--- src/rtl/move_cmd_exec.sv ---
// Command executor: accepts cal/move commands from the tour mux, turns to the
// desired heading, ramps forward speed over N squares and reports completion.
module move_cmd_exec #(
    parameter logic [9:0]  FAST_INC  = 10'd24,
    parameter logic [9:0]  SLOW_DEC  = 10'd48,
    parameter logic [9:0]  MAX_FRWRD = 10'h2A0,
    parameter logic [11:0] ERR_TOL   = 12'd48,
    parameter int          SQ_EDGES  = 2
) (
    input  logic        clk,
    input  logic        rst_n,
    input  logic [15:0] cmd,
    input  logic        cmd_rdy,
    output logic        clr_cmd_rdy,
    output logic        send_resp,
    output logic        strt_cal,
    input  logic        cal_done,
    input  logic [11:0] error,
    input  logic        heading_rdy,
    input  logic        cntrIR,
    output logic [11:0] dsrd_hdng,
    output logic [9:0]  frwrd,
    output logic        moving,
    output logic        fanfare
);

    typedef enum logic [2:0] {
        S_IDLE,
        S_CAL,
        S_TURN,
        S_RAMP,
        S_DECEL
    } state_t;

    state_t      r_state;
    state_t      w_state_nxt;

    logic [3:0]  r_cmd_op;
    logic [3:0]  r_cmd_sq;
    logic [11:0] r_dsrd_hdng;
    logic [9:0]  r_frwrd;
    logic [4:0]  r_edge_cnt;
    logic        r_cntrIR_ff;
    logic        r_send_resp;
    logic        r_fanfare;

    logic        w_accept;
    logic        w_strt_cal;
    logic        w_load_move;
    logic        w_resp_set;
    logic        w_fanfare_set;
    logic        w_rise;
    logic [4:0]  w_edge_inc;
    logic [7:0]  w_target;
    logic        w_at_target;
    logic        w_past_target;
    logic [11:0] w_err_abs;
    logic        w_settled;
    logic [10:0] w_ramp_sum;
    logic [9:0]  w_ramp_up;
    logic [9:0]  w_decel_dn;

    // Target edge count is the line before the destination square.
    assign w_target      = 8'(int'(r_cmd_sq) * SQ_EDGES - 1);
    assign w_rise        = cntrIR & ~r_cntrIR_ff;
    assign w_edge_inc    = (w_rise && (r_edge_cnt != 5'd31)) ? r_edge_cnt + 5'd1 : r_edge_cnt;
    assign w_at_target   = ({3'b000, w_edge_inc} == w_target);
    assign w_past_target = ({3'b000, r_edge_cnt} >= w_target);

    // 12'h800 negates to itself and compares as large, so it never settles.
    assign w_err_abs  = error[11] ? (~error + 12'd1) : error;
    assign w_settled  = (w_err_abs < ERR_TOL);

    assign w_ramp_sum = {1'b0, r_frwrd} + {1'b0, FAST_INC};
    assign w_ramp_up  = (w_ramp_sum > {1'b0, MAX_FRWRD}) ? MAX_FRWRD : w_ramp_sum[9:0];
    assign w_decel_dn = (r_frwrd > SLOW_DEC) ? r_frwrd - SLOW_DEC : '0;

    always_ff @(posedge clk or negedge rst_n) begin
        if (!rst_n) begin
            r_state <= S_IDLE;
        end else begin
            r_state <= w_state_nxt;
        end
    end

    always_comb begin
        w_state_nxt   = r_state;
        w_accept      = 1'b0;
        w_strt_cal    = 1'b0;
        w_load_move   = 1'b0;
        w_resp_set    = 1'b0;
        w_fanfare_set = 1'b0;
        case (r_state)
            S_IDLE: begin
                if (cmd_rdy && rst_n) begin
                    w_accept = 1'b1;
                    case (cmd[15:12])
                        4'd0: begin
                            w_strt_cal  = 1'b1;
                            w_state_nxt = S_CAL;
                        end
                        4'd2, 4'd3: begin
                            w_load_move = 1'b1;
                            w_state_nxt = S_TURN;
                        end
                        default: w_resp_set = 1'b1;
                    endcase
                end
            end
            S_CAL: begin
                if (cal_done) begin
                    w_resp_set  = 1'b1;
                    w_state_nxt = S_IDLE;
                end
            end
            S_TURN: begin
                if (w_settled) begin
                    if (r_cmd_sq == 4'd0) begin
                        w_resp_set  = 1'b1;
                        w_state_nxt = S_IDLE;
                    end else begin
                        w_fanfare_set = (r_cmd_op == 4'd3);
                        w_state_nxt   = S_RAMP;
                    end
                end
            end
            S_RAMP: begin
                if (w_rise && w_at_target) begin
                    w_state_nxt = S_DECEL;
                end
            end
            S_DECEL: begin
                if ((r_frwrd == 10'd0) && w_past_target) begin
                    w_resp_set  = 1'b1;
                    w_state_nxt = S_IDLE;
                end
            end
            default: w_state_nxt = S_IDLE;
        endcase
    end

    always_ff @(posedge clk or negedge rst_n) begin
        if (!rst_n) begin
            r_cmd_op    <= '0;
            r_cmd_sq    <= '0;
            r_dsrd_hdng <= '0;
            r_frwrd     <= '0;
            r_edge_cnt  <= '0;
            r_cntrIR_ff <= 1'b0;
            r_send_resp <= 1'b0;
            r_fanfare   <= 1'b0;
        end else begin
            r_cntrIR_ff <= cntrIR;
            r_send_resp <= w_resp_set;
            r_fanfare   <= w_fanfare_set;
            if (w_accept) begin
                r_cmd_op <= cmd[15:12];
                r_cmd_sq <= cmd[3:0];
            end
            if (w_load_move) begin
                r_dsrd_hdng <= (cmd[11:4] == 8'h00) ? 12'h000 : {cmd[11:4], 4'hF};
                r_edge_cnt  <= '0;
            end else if ((r_state == S_RAMP) || (r_state == S_DECEL)) begin
                r_edge_cnt <= w_edge_inc;
            end
            // Speed follows the state being left, even on a transition edge.
            case (r_state)
                S_RAMP:  if (heading_rdy) r_frwrd <= w_ramp_up;
                S_DECEL: if (heading_rdy) r_frwrd <= w_decel_dn;
                default: r_frwrd <= '0;
            endcase
        end
    end

    assign clr_cmd_rdy = w_accept;
    assign strt_cal    = w_strt_cal;
    assign send_resp   = r_send_resp;
    assign fanfare     = r_fanfare;
    assign dsrd_hdng   = r_dsrd_hdng;
    assign frwrd       = r_frwrd;
    assign moving      = (r_state == S_TURN) || (r_state == S_RAMP) || (r_state == S_DECEL);

endmodule

--- config.mk ---
export PLATFORM = sky130hd
export DESIGN_NAME = move_cmd_exec
export DESIGN_NICKNAME = d
export VERILOG_FILES = /design/src/rtl/move_cmd_exec.sv
export SDC_FILE = /design/constraint.sdc
export NUM_CORES = 1
export LEC_CHECK = 0
export CAP_MARGIN = 20
export CORE_UTILIZATION = 49
export DETAILED_ROUTE_END_ITERATION = 16
export GPL_TIMING_DRIVEN = 0
export PLACE_DENSITY = 0.8
export RECOVER_POWER = 100
export SETUP_SLACK_MARGIN = 0.02
export SLEW_MARGIN = 20
export SYNTH_ARGS = -nofsm -noshare
export SYNTH_HDL_FRONTEND = slang
export SYNTH_SLANG_ARGS = --single-unit
export TNS_END_PERCENT = 20
--- constraint.sdc ---
create_clock -name clk -period 3.3 [get_ports clk]
set_clock_uncertainty 0.05 [all_clocks]
set_input_delay 0.99 -clock clk [delete_from_list [all_inputs] [get_ports clk]]
set_output_delay 0.99 -clock clk [all_outputs]
set_load 0.01 [all_outputs]
After elaboration in Yosys (flattened, before gate mapping)
Cells that the tools add are included.
{"block": "word_totals", "ff_bits": 41, "out_inout_bits": 27, "wordCells": 91}
{"block": "classes", "addsub": 5, "bitwise_logic": 3, "n_mux": 36, "n_lt_le_gt_ge": 4, "reduce_logical": 17, "n_eq_ne": 17}
{"op": "2-to-1 mux 10 bit", "count": 4}
{"op": "2-to-1 mux 12 bit", "count": 2}
{"op": "case mux 10 bit (2 select lines)", "count": 1}
{"op": "2-to-1 mux 1 bit", "count": 17}
{"op": "2-to-1 mux 3 bit", "count": 5}
{"op": "2-to-1 mux 5 bit", "count": 3}
{"op": "case mux 3 bit (5 select lines)", "count": 1}
{"op": "inequality test 2 bit, second input constant", "count": 7}
{"op": "adder 12 x 1 -> 12 bit, second input constant", "count": 1}
{"op": "== test 4 x 2 -> 1 bit, second input constant", "count": 3}
{"op": "less-than comparator 12 x 6 -> 1 bit, second input constant", "count": 1}
{"op": "NOT 12 bit", "count": 1}
{"op": "adder 10 x 5 -> 11 bit, second input constant", "count": 1}
{"op": "greater-than comparator 11 x 10 -> 1 bit, second input constant", "count": 1}
{"op": "greater-than comparator 10 x 6 -> 1 bit, second input constant", "count": 1}
{"op": "zero test 10 bit", "count": 1}
{"op": "subtractor 10 x 6 -> 10 bit, second input constant", "count": 1}
{"op": "== test 5 x 8 -> 1 bit", "count": 1}
{"op": "greater-or-equal comparator 5 x 8 -> 1 bit", "count": 1}
{"op": "zero test 4 bit", "count": 2}
{"op": "zero test 8 bit", "count": 1}
{"op": "== test 3 x 2 -> 1 bit, second input constant", "count": 2}
{"op": "case mux 3 bit (2 select lines)", "count": 1}
{"op": "AND reduction 6 bit", "count": 1}
{"op": "17 further kinds", "count": 22}

Depth between registers and ports, before layout
{"block": "logic_depth", "depth_word": 8, "mapped_depth": 10, "ltp_nobuf": 10}

Worst setup path after synthesis
No wires, ideal clock.
{"block": "synth_timing", "kind": "input to output", "start": "input cmd_rdy", "end": "output strt_cal", "setup_slack_ns": 0.386, "cell_stages": 5, "arrival_time_ns": 1.874, "required_ns": 2.260, "cell_sequence": "and3b_1 -> clkbuf_1 -> nand2_1 -> inv_1 -> and3_1"}
{"block": "synth_via", "elab_chain_cells": 3}
{"item": "start: declaration", "line_no": "13", "text": "input logic cmd_rdy,"}
{"item": "logical AND 1 bit", "line_no": "95", "text": "if (cmd_rdy && rst_n) begin"}
{"item": "2-to-1 mux 1 bit", "line_no": "95"}
{"item": "2-to-1 mux 1 bit", "line_no": "93", "text": "case (r_state)"}
{"item": "end: declaration", "line_no": "16", "text": "output logic strt_cal,"}
Every way passes these cells.

Worst setup path in the final report
Ends and elaborated chain as after synthesis.

==> flow_results.org <==
** Clock tree
- Clock latency of the later-clocked register in the worst-skew pair :: 0.28 ns
- The clock tree synthesis step divided the H-tree into 2 levels.
- Number of buffers inserted by hold repair at cts :: 0
- The longest clock path from root to sink contains 2 buffers.
- Clk sink count :: 35
- Root cell of the clock tree :: clkbuf_8
- TritonCTS built the clock tree.
- Clock transition time at the flip-flop clock pins of the worst setup and hold paths :: 0.07 ns
- TritonCTS created 5 clock buffers.

** Timing
- For this run, the top clock speed supported by timing is 0.314 GHz.
- The number of pins exceeding their max-slew limit in the final report came to 0.
- Period minus WS final :: 3.19 ns
- The hold violation total from the final report is 0.
- Headroom to the max-slew limit came out at 9.99%.
- Setup total negative slack on the finished layout was measured at 0 ns.
- Final setup fails :: 0
- Setup repair after global routing left no endpoint under its margin.
- At the pin with the least slew margin, the transition time is 1.35 ns.
- Ratio of final minimum period to clock period :: 96.6%

** Critical path
- Critical path class :: input port to primary output
- The worst setup path is launched from an input port.
- Along the worst path, the maximum fanout reaches 7.
- In this run the critical register-to-register path is captured at r_state[1].
- Kind of end point of the critical path :: primary output
- Crit Reg-Reg Startpoint :: r_edge_cnt[0]
- R2R setup slack :: 0.46 ns
- Number of cells traversed by the worst register-to-register path :: 10
- Data on the critical path arrives at its endpoint at 2.15 ns.
- For the worst setup path, the data required time is 2.26 ns.

** Route
- Number of iterations in the first detailed-routing pass :: 4
- Antenna Violating Nets Remaining :: 0
- For this run, design rule violations remaining after detail routing come to 0.
- The routed design uses 224 um of met3 wire.
- Wire length on met1 :: 2580 um
- Via-per-instance ratio :: 5.85
- In the final routed layout, each cell accounts on average for 15.3 um.
- Vias :: 2189
- The detailed router finished its first iteration with 98 violations.
- The highest layer touched by signal routing is met4.
- Routed wire length on met2 :: 2890 um
- Post-detailed-routing wire length :: 5740 um

** Synth
- Synthesis instantiated 54 different standard cells from the library.
- In this run the mean area of a mapped cell was 9.33 sq um.
- Post-synthesis instance total :: 255
- Syn. warnings :: 0
- Synthesized area :: 2380 sq um
- Post-synthesis register bit count :: 35
- Summing the sequential cell areas from Yosys gives 36.8% of the chip area.
- Number of enable flip-flop cells after synthesis :: 0
- Share of async-settable or async-resettable flops after synthesis :: 100%
- Primary flip-flop cell chosen by synthesis mapping :: dfrtp_1

** Pwr
- Maximum vdd ir drop :: 0.335 mV
- In this run the static leakage power is 0.00144 uW.
- Cell area power density :: 622 nW/um^2

** Finish
- Total inserted antenna cells :: 0
- At the end of the flow the core is filled with cells to 69.5%.
- At the end of the flow, the number of nets in the layout was 367.
- From synthesis to final layout, the design area changed by 31.7%.
- The post-route netlist has 13.4% of its cells at a drive strength greater than 1.

** Placed design
- Detailed placement ended at an HPWL of 4280 um.
- The count of buffers added on input and output ports is 56.
- The congestion estimate from routability-driven global placement came to 0.902.

** Min path
- The worst hold path begins at dsrd_hdng[11].
- The worst hold path terminates at dsrd_hdng[11].
- The min-delay analysis places its worst path in the category flip-flop to flip-flop.
- Along the worst hold path, the cell count comes to 1.

** GRT
- The first global-routing pass estimated 9590 um of wire.
- Global routing consumed, over all layers together, 23.7% of the routing resources.
- Largest net degree at the start of global routing :: 26
- Overall overflow remaining after global route :: 0
- Number of antenna violations at the first check in global routing :: 0
- Vias in the first global route :: 2101

** Floorplanning
- The core region is 4500 sq um.
- Effective utilization at floorplan :: 52.8%
- Pin placement for this block handled 61 I/O pins.
- Number of placement rows :: 24
- Die boundary height :: 71.7 um
- The floorplan step defined a die boundary enclosing 5140 sq um.
- From left edge to right edge, the die measures 71.7 um.

** Run
- Max_cap viols :: 0

** Run status
- The flow ran to the end, and the final reports show no timing, DRC or antenna violations.
metal layers:
layer	GRT usage [%]	vias up
met2	39.6	60
met1	32.4	1060
li1	-	1067
met5	0	-
met3	3.80	2
met4	5.66	0
cells by family (layout without fill, tap and decap cells):
kind of cell | count (synthesis) | in the layout | share of synthesized area [%]
flip-flops | 35 | 35 | 36.8
adder cells (fa/ha/maj) | 12 | 12 | 6.31
other | 1 | 3 | 0.158
AND/OR/NAND/NOR | 90 | 90 | 20.6
buffers and inverters | 28 | 93 | 6.10
AO/OA/AOI/OAI | 65 | 65 | 19.0
multiplexers | 17 | 17 | 7.89
XOR/XNOR | 7 | 7 | 3.16
synth_stat cells, types with 5 or more instances:
cell      instances  area, sq um
o21ai_0          13         65.1
inv_1            12         45.0
o31ai_1           6         45.0
xnor2_1           6         52.6
nor2_1           18         67.6
mux2_2           14          158
nand3_1           6         30.0
clkbuf_1          5         18.8
buf_4             8         60.1
dfrtp_1          35          876
nor4_1            5         31.3
a21oi_1          12         60.1
nor3b_1           6         45.0
nand2b_1          6         37.5
ha_1             12          150
nand2_1          21         78.8
power breakdown:
| group | total [uW] | switching, uW | internal, uW |
|---|---|---|---|
| logic | 874 | 410 | 464 |
| clock network | 410 | 165 | 245 |
| registers | 664 | 105 | 559 |
repair_timing:
item                                    in CTS  in global routing
endpoints found under the setup margin       2                  2
gates cloned                                 0                  0
setup buffers                                0                  1
endpoints found under the hold margin        0                  0
resized for setup                           10                  0
pin swaps                                    0                  0
worst max path at each step:
stage,start,end,slack [ns],cells past startpoint
2_1_floorplan,cmd_rdy,strt_cal,0.39,5
3_3_place_gp,rst_n,strt_cal,-2.05,7
3_5_place_dp,cmd_rdy,strt_cal,-0.70,7
4_1_cts,cmd_rdy,strt_cal,0.08,6
5_1_grt,cntrIR,r_state[1],0.02,8
6_report,cmd_rdy,strt_cal,0.11,6
registers in the layout, summed over array words and instances (netlist names):
register	cells
r_edge_cnt	5
r_cmd_sq	4
r_cntrIR_ff	1
frwrd	7
fanfare	1
send_resp	1
dsrd_hdng	9
r_state	3
r_cmd_op	4
worst max-delay path: stages:
cell             delay (ns)
clkdlybuf4s50_1        0.45
and3b_2                0.23
nand2_4                0.11
inv_4                  0.10
and3_1                 0.15
buf_2                  0.12
stage by stage:
step / hold slack, ns / setup slack, ns / instances / cell area, sq um / power (uW)
2_1_floorplan: 0.421 / 0.386 / 257 / 2390 / 1220
3_3_place_gp: 0.436 / -2.05 / 365 / 3010 / 1540
3_5_place_dp: 0.443 / -0.697 / 366 / 3030 / 1580
4_1_cts: 0.460 / 0.0796 / 373 / 3150 / 1990
5_1_grt: 0.462 / 0.0228 / 374 / 3130 / 2080
6_report: 0.450 / 0.114 / 374 / 3130 / 1950
cell usage in the layout, fill, tap and decap left out, drive strengths merged, types with 4 or more instances in the layout:
cell and instances:
nor3b 6, nand2b 6, nand2 21, nor4 5
ha 12, a21oi 12, dfrtp 35, o31ai 6
o21ai 13, nor2b 4, nor2 18, nand3 6
a211oi 4, clkdlybuf4s50 29, a22oi 4, buf 12
mux2 14, xnor2 6, dlygate4sd3 24, inv 12
and3 4, clkbuf 13
cell type report:
class	count	area (sq um)
tap	52	65.1
inverter	12	47.5
clock inverter	2	35.0
multi-input combinational	194	1370
clock buffer	6	82.6
timing repair buffer	58	557
sequential	35	876
fill	395	1370
buffer	15	95.1
(Power assumes the default switching activity.)
